## config.mk

```make
export PLATFORM = sky130hd
export DESIGN_NAME = vram_writer
export DESIGN_NICKNAME = d
export VERILOG_FILES = /design/src/rtl/vram_pkg.sv /design/src/rtl/sync_fifo.sv /design/src/rtl/vram_writer.sv
export SDC_FILE = /design/constraint.sdc
export NUM_CORES = 1
export LEC_CHECK = 0
export CAP_MARGIN = 20
export CORE_MARGIN = 2
export CORE_UTILIZATION = 42
export CTS_CLUSTER_DIAMETER = 30
export DETAILED_ROUTE_END_ITERATION = 7
export PLACE_DENSITY_LB_ADDON = 0.3
export SYNTH_ARGS = -nofsm -noshare
export SYNTH_HDL_FRONTEND = slang
export SYNTH_SLANG_ARGS = --single-unit
```

## constraint.sdc

```tcl
create_clock -name clk -period 4.2 [get_ports clk]
set_input_delay 0.84 -clock clk [delete_from_list [all_inputs] [get_ports clk]]
set_output_delay 0.84 -clock clk [all_outputs]
set_load 0.05 [all_outputs]
```

## src/rtl/vram_pkg.sv

```systemverilog
// Shared VRAM constants, write-queue entry layout and the {y,x} address packing
// used by both the writer and the display reader.
package vram_pkg;

    localparam int VRAM_ADDR_W      = 19;
    localparam int VRAM_DATA_W      = 36;
    localparam int PIX_W            = 30;
    localparam int X_W              = 10;
    localparam int Y_W              = 9;
    localparam int H_ACTIVE_DEFAULT = 640;
    localparam int V_ACTIVE_DEFAULT = 480;

    typedef struct packed {
        logic                   last;
        logic [VRAM_ADDR_W-1:0] addr;
        logic [PIX_W-1:0]       pix;
    } wr_entry_t;

    function automatic logic [VRAM_ADDR_W-1:0] pack_addr(input logic [Y_W-1:0] y,
                                                         input logic [X_W-1:0] x);
        return {y, x};
    endfunction

endpackage

```

## src/rtl/sync_fifo.sv

```systemverilog
// Show-ahead synchronous FIFO; dout is the head entry whenever empty is low.
// DEPTH must be a power of two so the pointers wrap naturally.
module sync_fifo #(
    parameter int WIDTH = 8,
    parameter int DEPTH = 4
) (
    input  logic                     clk,
    input  logic                     reset,
    input  logic                     push,
    input  logic                     pop,
    input  logic [WIDTH-1:0]         din,
    output logic [WIDTH-1:0]         dout,
    output logic                     full,
    output logic                     empty,
    output logic [$clog2(DEPTH):0]   count
);

    localparam int PTR_W = $clog2(DEPTH);
    localparam int CNT_W = PTR_W + 1;
    localparam logic [CNT_W-1:0] CNT_FULL = CNT_W'(DEPTH);

    logic [WIDTH-1:0] mem_q [DEPTH];
    logic [WIDTH-1:0] mem_d [DEPTH];
    logic [PTR_W-1:0] wr_ptr_q, wr_ptr_d;
    logic [PTR_W-1:0] rd_ptr_q, rd_ptr_d;
    logic [CNT_W-1:0] count_q, count_d;
    logic             do_push, do_pop;

    always_comb begin
        do_push  = push && (count_q != CNT_FULL);
        do_pop   = pop && (count_q != '0);
        mem_d    = mem_q;
        wr_ptr_d = wr_ptr_q;
        rd_ptr_d = rd_ptr_q;
        count_d  = count_q;
        if (do_push) begin
            mem_d[wr_ptr_q] = din;
            wr_ptr_d        = wr_ptr_q + 1'b1;
        end
        if (do_pop) begin
            rd_ptr_d = rd_ptr_q + 1'b1;
        end
        case ({do_push, do_pop})
            2'b10:   count_d = count_q + 1'b1;
            2'b01:   count_d = count_q - 1'b1;
            default: count_d = count_q;
        endcase
    end

    always_ff @(posedge clk) begin
        if (!reset) begin
            wr_ptr_q <= '0;
            rd_ptr_q <= '0;
            count_q  <= '0;
        end else begin
            wr_ptr_q <= wr_ptr_d;
            rd_ptr_q <= rd_ptr_d;
            count_q  <= count_d;
        end
    end

    // Storage needs no reset: nothing is read until the count says it was written.
    always_ff @(posedge clk) begin
        mem_q <= mem_d;
    end

    assign dout  = mem_q[rd_ptr_q];
    assign full  = (count_q == CNT_FULL);
    assign empty = (count_q == '0);
    assign count = count_q;

endmodule

```

## src/rtl/vram_writer.sv

```systemverilog
// Tags incoming pixels with raster coordinates, queues them, and issues ZBT writes
// whose data follows the write enable by two cycles (late-write pipeline).
module vram_writer
    import vram_pkg::*;
#(
    parameter int H_ACTIVE   = H_ACTIVE_DEFAULT,
    parameter int V_ACTIVE   = V_ACTIVE_DEFAULT,
    parameter int FIFO_DEPTH = 4
) (
    input  logic                   clk,
    input  logic                   reset,
    input  logic                   frame_start,
    input  logic                   pix_valid,
    input  logic [PIX_W-1:0]       pix_data,
    output logic                   pix_ready,
    input  logic                   wr_allow,
    output logic [VRAM_ADDR_W-1:0] vram_addr,
    output logic                   vram_we,
    output logic [VRAM_DATA_W-1:0] vram_write_data,
    output logic                   frame_done
);

    localparam int CNT_W = $clog2(FIFO_DEPTH) + 1;
    localparam logic [CNT_W-1:0] CNT_MAX = CNT_W'(FIFO_DEPTH);
    localparam logic [X_W-1:0]   X_LAST  = X_W'(H_ACTIVE - 1);
    localparam logic [Y_W-1:0]   Y_LAST  = Y_W'(V_ACTIVE - 1);

    logic [X_W-1:0]         x_q, x_d, cur_x;
    logic [Y_W-1:0]         y_q, y_d, cur_y;
    logic                   run_q, run_d;
    logic                   vram_we_q, vram_we_d;
    logic [VRAM_ADDR_W-1:0] vram_addr_q, vram_addr_d;
    logic                   frame_done_q, frame_done_d;
    logic [VRAM_DATA_W-1:0] wdata_s1_q, wdata_s1_d;
    logic [VRAM_DATA_W-1:0] wdata_s2_q, wdata_s2_d;
    logic [VRAM_DATA_W-1:0] wdata_q, wdata_d;

    logic                   accept, pop, at_eol, at_eof;
    wr_entry_t              push_entry, head_entry;
    logic                   fifo_full, fifo_empty;
    logic [CNT_W-1:0]       fifo_count;

    // run_q keeps pix_ready low until the first edge that sees reset released.
    assign pix_ready = reset && run_q && (fifo_count < CNT_MAX);

    always_comb begin
        accept     = pix_valid && pix_ready && !fifo_full;
        pop        = wr_allow && !fifo_empty;
        cur_x      = frame_start ? '0 : x_q;
        cur_y      = frame_start ? '0 : y_q;
        at_eol     = (cur_x == X_LAST);
        at_eof     = at_eol && (cur_y == Y_LAST);
        push_entry = '{last: at_eof, addr: pack_addr(cur_y, cur_x), pix: pix_data};

        x_d = cur_x;
        y_d = cur_y;
        if (accept) begin
            if (at_eol) begin
                x_d = '0;
                y_d = at_eof ? '0 : cur_y + 1'b1;
            end else begin
                x_d = cur_x + 1'b1;
            end
        end

        run_d        = 1'b1;
        vram_we_d    = pop;
        vram_addr_d  = pop ? head_entry.addr : vram_addr_q;
        frame_done_d = pop && head_entry.last;
        wdata_s1_d   = pop ? {6'd0, head_entry.pix} : '0;
        wdata_s2_d   = wdata_s1_q;
        wdata_d      = wdata_s2_q;
    end

    always_ff @(posedge clk) begin
        if (!reset) begin
            x_q          <= '0;
            y_q          <= '0;
            run_q        <= 1'b0;
            vram_we_q    <= 1'b0;
            vram_addr_q  <= '0;
            frame_done_q <= 1'b0;
            wdata_s1_q   <= '0;
            wdata_s2_q   <= '0;
            wdata_q      <= '0;
        end else begin
            x_q          <= x_d;
            y_q          <= y_d;
            run_q        <= run_d;
            vram_we_q    <= vram_we_d;
            vram_addr_q  <= vram_addr_d;
            frame_done_q <= frame_done_d;
            wdata_s1_q   <= wdata_s1_d;
            wdata_s2_q   <= wdata_s2_d;
            wdata_q      <= wdata_d;
        end
    end

    sync_fifo #(
        .WIDTH($bits(wr_entry_t)),
        .DEPTH(FIFO_DEPTH)
    ) u_fifo (
        .clk   (clk),
        .reset (reset),
        .push  (accept),
        .pop   (pop),
        .din   (push_entry),
        .dout  (head_entry),
        .full  (fifo_full),
        .empty (fifo_empty),
        .count (fifo_count)
    );

    assign vram_we         = vram_we_q;
    assign vram_addr       = vram_addr_q;
    assign vram_write_data = wdata_q;
    assign frame_done      = frame_done_q;

endmodule

```

* Word-level counts from Yosys, hierarchy flattened
Index checks and enable logic that the tools add are counted.
** Storage, ports and cells
- Flip-flop bits (word level) :: 356
** Cells by class
- Order comparisons :: 4
- Equality and inequality tests :: 6
- Add/subtract/negate cells :: 6
- Bitwise logic cells :: 2
- Reduce and logical (&&, ||, !) cells :: 16
- Muxes and demuxes :: 15
** Operators by type and width (number)
- $bwmux W200 :: 1
- $mux W50 :: 3
- $bmux W50 S2 :: 1
- $demux W50 S2 :: 1
- $mux W9 :: 4
- $mux W10 :: 3
- $add A10 B1 Y10 const B :: 1
- $eq A10 B10 Y1 const B :: 1
- $logic_and A1 B1 Y1 :: 10
- $add A9 B1 Y9 const B :: 1
- $eq A9 B9 Y1 const B :: 1
- $ge A3 B3 Y1 const B :: 2
- $not A2 Y3 :: 2
- $pmux W3 S2 :: 1
- $add A2 B1 Y2 const B :: 2
- $add A3 B1 Y3 const B :: 1
- $eq A3 B3 Y1 const B :: 1
- $logic_not A3 Y1 :: 1
- $lt A3 B1 Y1 const B :: 1
- $lt A3 B3 Y1 const B :: 1
- $ne A3 B3 Y1 const B :: 1
- $reduce_bool A3 Y1 :: 1
- $sub A3 B1 Y3 const B :: 1
- $eq A2 B1 Y1 const B :: 1
- other kinds (5) :: 6

* Longest topological paths before layout
Gate-level depths: netlist of the first run.
- Word-level depth :: 7
- Mapped depth :: 10
- Depth with buffers taken out :: 8

* Cells and area by module
From an unflattened synthesis of the first run, not the netlist that was laid out.
** Second synthesis, totals
- Cells, all modules :: 739
- Area total of the unflattened synthesis :: 12056.6 um2
** By module, submodules not included
- sync_fifo :: area each 7724.9 um2, cells an instance 313, instances 1, sequential area each 6145.9 um2
- vram_writer :: area each 4331.7 um2, cells an instance 426, instances 1, sequential area each 2622.5 um2

* Least setup slack after synthesis of the first run
Ideal clock, no wire load.
- Path kind :: input-to-reg
- Start :: in reset
- End :: reg u_fifo.mem_q[0] (netlist name) (enable)
- Library setup time :: 0.413 ns
- Stages on the path :: 4
- Arrival time :: 2.591 ns
- Path slack :: 1.197 ns
- Path buffers :: 2
- Path through :: buf_6 -> and4b_4 -> buf_2 -> and2_1
** Between the ends
- Cells in the longest elaborated chain, start to end :: 5
** RTL lines
- start: declaration :: line vram_writer.sv:11 : input logic reset,
- $logic_and A1 B1 Y1 (2 in series) :: line vram_writer.sv:44 : assign pix_ready = reset && run_q && (fifo_count < CNT_MAX);
- $logic_and A1 B1 Y1 (2 in series) :: line vram_writer.sv:47 : accept = pix_valid && pix_ready && !fifo_full;
- $logic_and A1 B1 Y1 :: line sync_fifo.sv:30 : do_push = push && (count_q != CNT_FULL);
- end signal: assignment :: line sync_fifo.sv:64 : mem_q <= mem_d;
- end: declaration :: line sync_fifo.sv:22 : logic [WIDTH-1:0] mem_q [DEPTH];
No other way between the ends.
A chain may end at the register's enable or synchronous reset.

* Worst setup path after layout of the first run
- Start :: in frame_start
- End :: reg y_q[5]
** Between the ends
- Cells in the longest elaborated chain, start to end :: 6
** RTL lines
- start: declaration :: line vram_writer.sv:12 : input logic frame_start,
- $mux W9 (*) :: line vram_writer.sv:50 : cur_y = frame_start ? '0 : y_q;
- via cur_y[0] :: line vram_writer.sv:29 : logic [Y_W-1:0] y_q, y_d, cur_y;
- parallel branches: the longest is 2 deep, another holds $add A9 B1 Y9
- $mux W9 (*) :: line vram_writer.sv:60 : y_d = at_eof ? '0 : cur_y + 1'b1;
- $mux W9 (*) :: line vram_writer.sv:58 : if (at_eol) begin
- $mux W9 (*) :: line vram_writer.sv:57 : if (accept) begin
- end signal: assignment :: line vram_writer.sv:88 : y_q <= y_d;
- end: declaration :: line vram_writer.sv:29
Mark *: on every way through the listed nets, which the timed path passes.

==> metrics, run 1 <==
status finished clean; ranking of synthesized cells by area edfxtp_1 (50%), dfxtp_1 (23%), mux4_2 (9.5%), and2_1 (3.7%), nand2_1 (1.8%); number of global-route vias before repair 6535; synthesis-stage register bit count 338; average wire per standard cell roughly 17 microns; Setup Skew 24.40 ps; slew margin rel. 41.16%; sequential fraction of the synthesis area between 70% and 80%; post-route ant nets 0; effective utilization at floorplan a little over two fifths; pins over their slew limit 0; vias roughly 6k; crit path cell chain clkdlybuf4s50_1 -> nor2b_1 -> ha_1 -> nand4_1 -> nor2_1 -> nand3_1 -> o21ai_0 -> nor2_1; Final #Nets between 800 and 900; most frequent cells in the layout edfxtp_1 (200), dfxtp_1 (136), clkdlybuf4s50_1 (85); synth warn 0; multi-input logic area around 0.0029 sq mm; origin of the worst min-delay path wdata_d[0]; Bufs on Longest Clock Path 3; Die ar. around 0.030 sq mm; gp weighted congestion between 0.7 and 0.8; post-CTS sizing 0; row cnt 61; Final Power roughly 10000 uW; syn_area_per_cell between 15 and 20 sq um; Area after DPL around 0.013 sq mm; R2R Setup Slk 1950 ps; Setup crit start kind primary input; fin crit period roughly 2900 ps; clk sinks between 300 and 400; core area roughly 0.028 sq mm; worst slew pin tran just under 900 ps; FF/Latch Area 0.008773 sq mm; hold_buf cts 0; CTS Root Cell clkbuf_16; Final Instance Area around 0.015 sq mm; final core utilization between 50% and 60%; # fillers approximately 2.2k; IO buf count 86; maxcap violations 0; Hold Crit Class reg2reg; Total Routed Length 21490 microns; Slowest cell on crit path clkdlybuf4s50_1; crit-path max FO 13; CP Launch Point frame_start; Layout area overhead 28.45%; Worst EP required 4630 ps; commonest non-fill, non-tap cell in the layout edfxtp_1; maximum VDD drop 0.3521 mV; Synth top area share 50.40%; Die X 172.4 microns; vias per cell ~4.8; power per cell area 635.0 mW/mm^2; share of layout cells above drive strength 1 between 20% and 30%; first-pass GRT wire length approximately 35000 microns; pin count of the biggest net entering global routing 68; crit path capture y_q[5]; worst flop-to-flop path endpoint u_fifo.count[2]; CTS tree yes; DRT iter0 DRCs about 380; Pre-antenna DRT Iters 4; post-synth cell types between 40 and 50; clk slew on worst S/H paths 50 ps; Worst path most repeated cell nor2_1; Syn Std Cell Area between 0.01 and 0.015 sq mm; RSZ-0062 raised after global routing no; Arr. time, crit path 3300 ps; Setup Fix Bufs, Post-CTS 0; Boundary Pins 93; Hold Vio Cnt, Final 0; grt ovf 0; RR Startpoint u_fifo.count[2]; dpl hpwl 12220 microns; Setup CP Type in2reg; Tcrit/Tclk final roughly two thirds; post-synth top area cell edfxtp_1; crit path capture type flip-flop; Lkg Pwr 0.005444 uW; Total GRT Usage between 10% and 20%; Remaining DRCs 0; CTS Buf Count 60; Final Setup Violations 0; FMAX around 350 MHz; Clk Latency, worst-skew pair about 560 ps; initial antenna violation count 1; CP max stage delay ~700 ps; H-tree depth 2; worst reg2reg path depth 7; Die Y 172.4 microns; Post-Syn Instances 726; setup TNS 0 ps
## how the worst min path moves through the flow
stage                          end  slack [ps]  cells after the start
3_3_place_gp           wdata_d[21]         410                      1
2_1_floorplan   vram_write_data[0]         410                      1
6_report        vram_write_data[0]         420                      1
3_5_place_dp   vram_write_data[15]         420                      1
4_1_cts         vram_write_data[0]         420                      1
5_1_grt         vram_write_data[0]         440                      1
## state kept, by name, indices dropped and copies added (netlist names), 3 cells and up
| register | count |
|---|---|
| u_fifo.mem_q | 200 |
| vram_write_data | 30 |
| u_fifo.count | 3 |
| y_q | 9 |
| x_q | 10 |
| wdata_d | 30 |
| vram_addr | 19 |
| wdata_s1_q | 30 |
## through the flow
step	setup slack [ps]	std cells	hold slack (ps)
6_report	1324	1278	421.7
5_1_grt	1172	1277	435.3
4_1_cts	1388	1277	422.3
3_5_place_dp	805.3	1164	416.9
3_3_place_gp	863.6	1164	413.3
2_1_floorplan	1197	731	411.9
## per-layer routing
| layer | global-route usage [%] | share of wire (%) |
|---|---|---|
| met1 | 19.11 | 43 |
| met2 | 25.69 | 50 |
| met3 | 3.662 | 4.9 |
| met4 | 5.115 | 2.1 |
| met5 | 0 | 0 |
## final cells by class
type,instances,area share (%)
sequential,338,57.32
multi-input combinational,341,19.14
timing repair buffer,99,6.573
inverter,8,0.1962
tap,378,3.090
clock buffer,72,10.37
antenna,1,0.01635
clock inverter,41,3.295
## power breakdown
part | switching, uW | total [uW] | internal (uW)
combinational | 546 | 1040 | 491
clock | 1600 | 4860 | 3260
sequential | 164 | 3820 | 3660
total | 2310 | 9720 | 7410
## cell usage after synthesis (all sizes together)
| master | number |
|---|---|
| and4b | 1 |
| buf | 18 |
| mux4 | 50 |
| nor4 | 2 |
| inv | 8 |
| fa | 1 |
| nor3b | 2 |
| nor2 | 16 |
| and2 | 70 |
| o21ai | 3 |
| o31ai | 1 |
| mux2i | 1 |
| and3 | 33 |
| xnor2 | 12 |
| dfxtp | 138 |
| a211oi | 1 |
| nand3 | 5 |
| clkbuf | 26 |
| nand3b | 1 |
| edfxtp | 200 |
| a21boi | 24 |
| a21oi | 2 |
| conb | 1 |
| ha | 7 |
| or3b | 1 |
| or3 | 3 |
| nand2b | 3 |
| a41oi | 1 |
| nand2 | 58 |
| nor3 | 2 |
| xor2 | 6 |
| nand4 | 7 |
| nor2b | 19 |
| and4 | 3 |
## kinds of logic after synthesis
| family | after synthesis | synth area share (%) |
|---|---|---|
| buf+inv | 52 | 2.069 |
| mux | 51 | 9.535 |
| simple gates | 226 | 10.63 |
| xor+xnor | 18 | 1.323 |
| other cells | 1 | 0.03147 |
| compound gates | 32 | 1.922 |
| fa+ha+maj | 8 | 0.9030 |
| flops | 338 | 73.59 |
## worst max-delay path: cells and delay by family
family | cells | cell delay [ps]
AND/OR/NAND/NOR | 5 | 1030
AO/OA/AOI/OAI | 1 | 440
adder cells (fa/ha/maj) | 1 | 260
buffers and inverters | 1 | 720
No activity file was read; power rests on OpenSTA's default activity.
==> inputs of run 2 (changes only) <==
==> constraint.sdc (replaced) <==
create_clock -name clk -period 2.95 [get_ports clk]
set_input_delay 0.59 -clock clk [delete_from_list [all_inputs] [get_ports clk]]
set_output_delay 0.59 -clock clk [all_outputs]
set_load 0.05 [all_outputs]
==> run 2 against run 1 <==
Worst setup slack lost 700 ps. Core utilization grew 1.2 points. Cell count grew 1.9%. Design area grew 2.2%. Sequential share of layout area shrank 1.2 points. Sequential power grew 41%. Critical path depth shrank 7. Clock-buffer cell count grew 11. Clock skew shrank 4.6 ps. Power grew 47%. Via count grew 1.5%. Die area is the same. Critical path type is now reg2out. Highest routed layer unchanged.
==> metrics, run 2 (same netlist as run 1, synthesis figures left out) <==
status finished clean; Sw Share approximately 24%; crit path cell chain clkdlybuf4s50_1; Clock Power Share between 50% and 60%; post-CTS sizing 0; DR top layer met4; Total Routed Length ~22000 microns; maximum VDD drop 0.4817 mV; power per cell area 915.5 mW/mm^2; Boundary Pins between 90 and 100; Metal-1 WL ~9600 microns; pin count of the biggest net entering global routing 97; met3 WL 1049 microns; Setup Fix Bufs, Post-CTS 0; vias per cell 4.805; Top reg by flops u_fifo.mem_q; most frequent cells in the layout edfxtp_1 (200), dfxtp_1 (136), clkdlybuf4s50_1 (84); CTS Root Cell clkbuf_16; post-route ant nets 0; dpl hpwl roughly 12000 microns; number of global-route vias before repair about 6.6k; effective utilization at floorplan between 40% and 50%; setup TNS 0 ps; Layout area overhead 31.27%; clk slew on worst S/H paths roughly 50 ps; worst slew pin tran between 700 and 800 ps; Worst EP required approximately 2400 ps; clk sinks ~340; grt ovf 0; Die Y 172.4 microns; CTS Buf Count 66; Final #Nets 913; CTS tree yes; pins over their slew limit 0; R2R Setup Slk slightly below 800 ps; row cnt a little over 60; Die X about 170 microns; metal2 WL about 11000 microns; Bufs on Longest Clock Path 3; gp weighted congestion 0.7935; Comb power frac between 10% and 20%; average wire per standard cell 16.77 microns; Arr. time, crit path about 1700 ps; Hold Vio Cnt, Final 0; DRT iter0 DRCs around 370; initial antenna violation count 1; Final Setup Violations 0; Buf/Inv on CP 1; Setup Skew 19.83 ps; commonest non-fill, non-tap cell in the layout edfxtp_1; Top delay family on crit path buffers and inverters; first-pass GRT wire length ~35000 microns; worst slack, placed between 200 and 250 ps; share of layout cells above drive strength 1 a little over a fifth; flip-flop count of the largest register, all copies and words added 200; Clk Latency, worst-skew pair between 500 and 600 ps; Flop pwr share a little under two fifths; Hold Crit Class reg2reg; crit-path max FO 1; crit path capture type primary output; Total GRT Usage ~15%; slew margin rel. 47.31%; CP max stage delay just over 800 ps; Final WS setup around 630 ps; Slowest cell on crit path clkdlybuf4s50_1; maxcap violations 0; fin crit period about 2300 ps; Die ar. approximately 0.03 sq mm; Net Switching 3483 uW; Setup CP Type reg2out; cell-internal power between 10000 and 15000 uW; Lkg Pwr about 0.0056 uW; Pre-antenna DRT Iters 4; Setup crit start kind flip-flop; H-tree depth 3; RSZ-0062 raised after global routing no; vias around 6.3k; Remaining DRCs 0; hold_buf cts 0; core area around 0.028 sq mm; IO buf count 86; Tcrit/Tclk final 78.70%; FMAX around 430 MHz
run 2: metal layers:
metal / up-vias / GRT usage, %
met5: - / 0
met4: 0 / 7.088
met3: 40 / 3.777
met2: 139 / 25.48
met1: 3131 / 19.10
li1: 2946 / -
run 2: through the flow:
step                instances  hold slack, ps  util [%]  total power (uW)  instance area (sq um)
floorplan                 731           411.9         -              6569                  11930
global placement         1180           414.1     47.98              7058                  13370
detailed placement       1180           416.9     47.98              7080                  13370
CTS                      1301           412.6     56.14             14520                  15640
global route             1301           430.4     56.14             14870                  15640
finish                   1302           412.8     56.15             14320                  15640
run 2: worst paths after layout:
path              startpoint  cells after the start         endpoint
max               frame_done                      1       frame_done
min            wdata_s1_q[1]                      1       wdata_d[1]
max reg2reg  u_fifo.count[2]                      7  u_fifo.count[2]
min reg2reg    wdata_s1_q[1]                      1       wdata_d[1]
run 2: layout make-up:
type,count,area [sq um]
fillers,2221,12220
flip-flops and latches,338,8773
multi-input cells,341,2929
clock buffers,83,1829
repair buffers,115,1161
well taps,378,473.0
clock inverters,38,442.9
inverters,8,30.03
diodes,1,2.502
run 2: worst register-to-register path: stages (launching register included):
cell      delay (ps)
dfxtp_1          340
and4b_4          340
inv_2             90
ha_1             250
fa_1             390
xnor2_1          140
or3_1            310
a21boi_0         210
run 2: power by group through the flow:
| stage | Sequential (uW) | Combinational (uW) | Clock [uW] |
|---|---|---|---|
| 6_report | 5380 | 1580 | 7370 |
| 3_3_place_gp | 5460 | 1590 | 0 |
| 3_5_place_dp | 5470 | 1610 | 0 |
| 4_1_cts | 5390 | 1610 | 7520 |
| 5_1_grt | 5410 | 1710 | 7750 |
| 2_1_floorplan | 5650 | 922 | 0 |
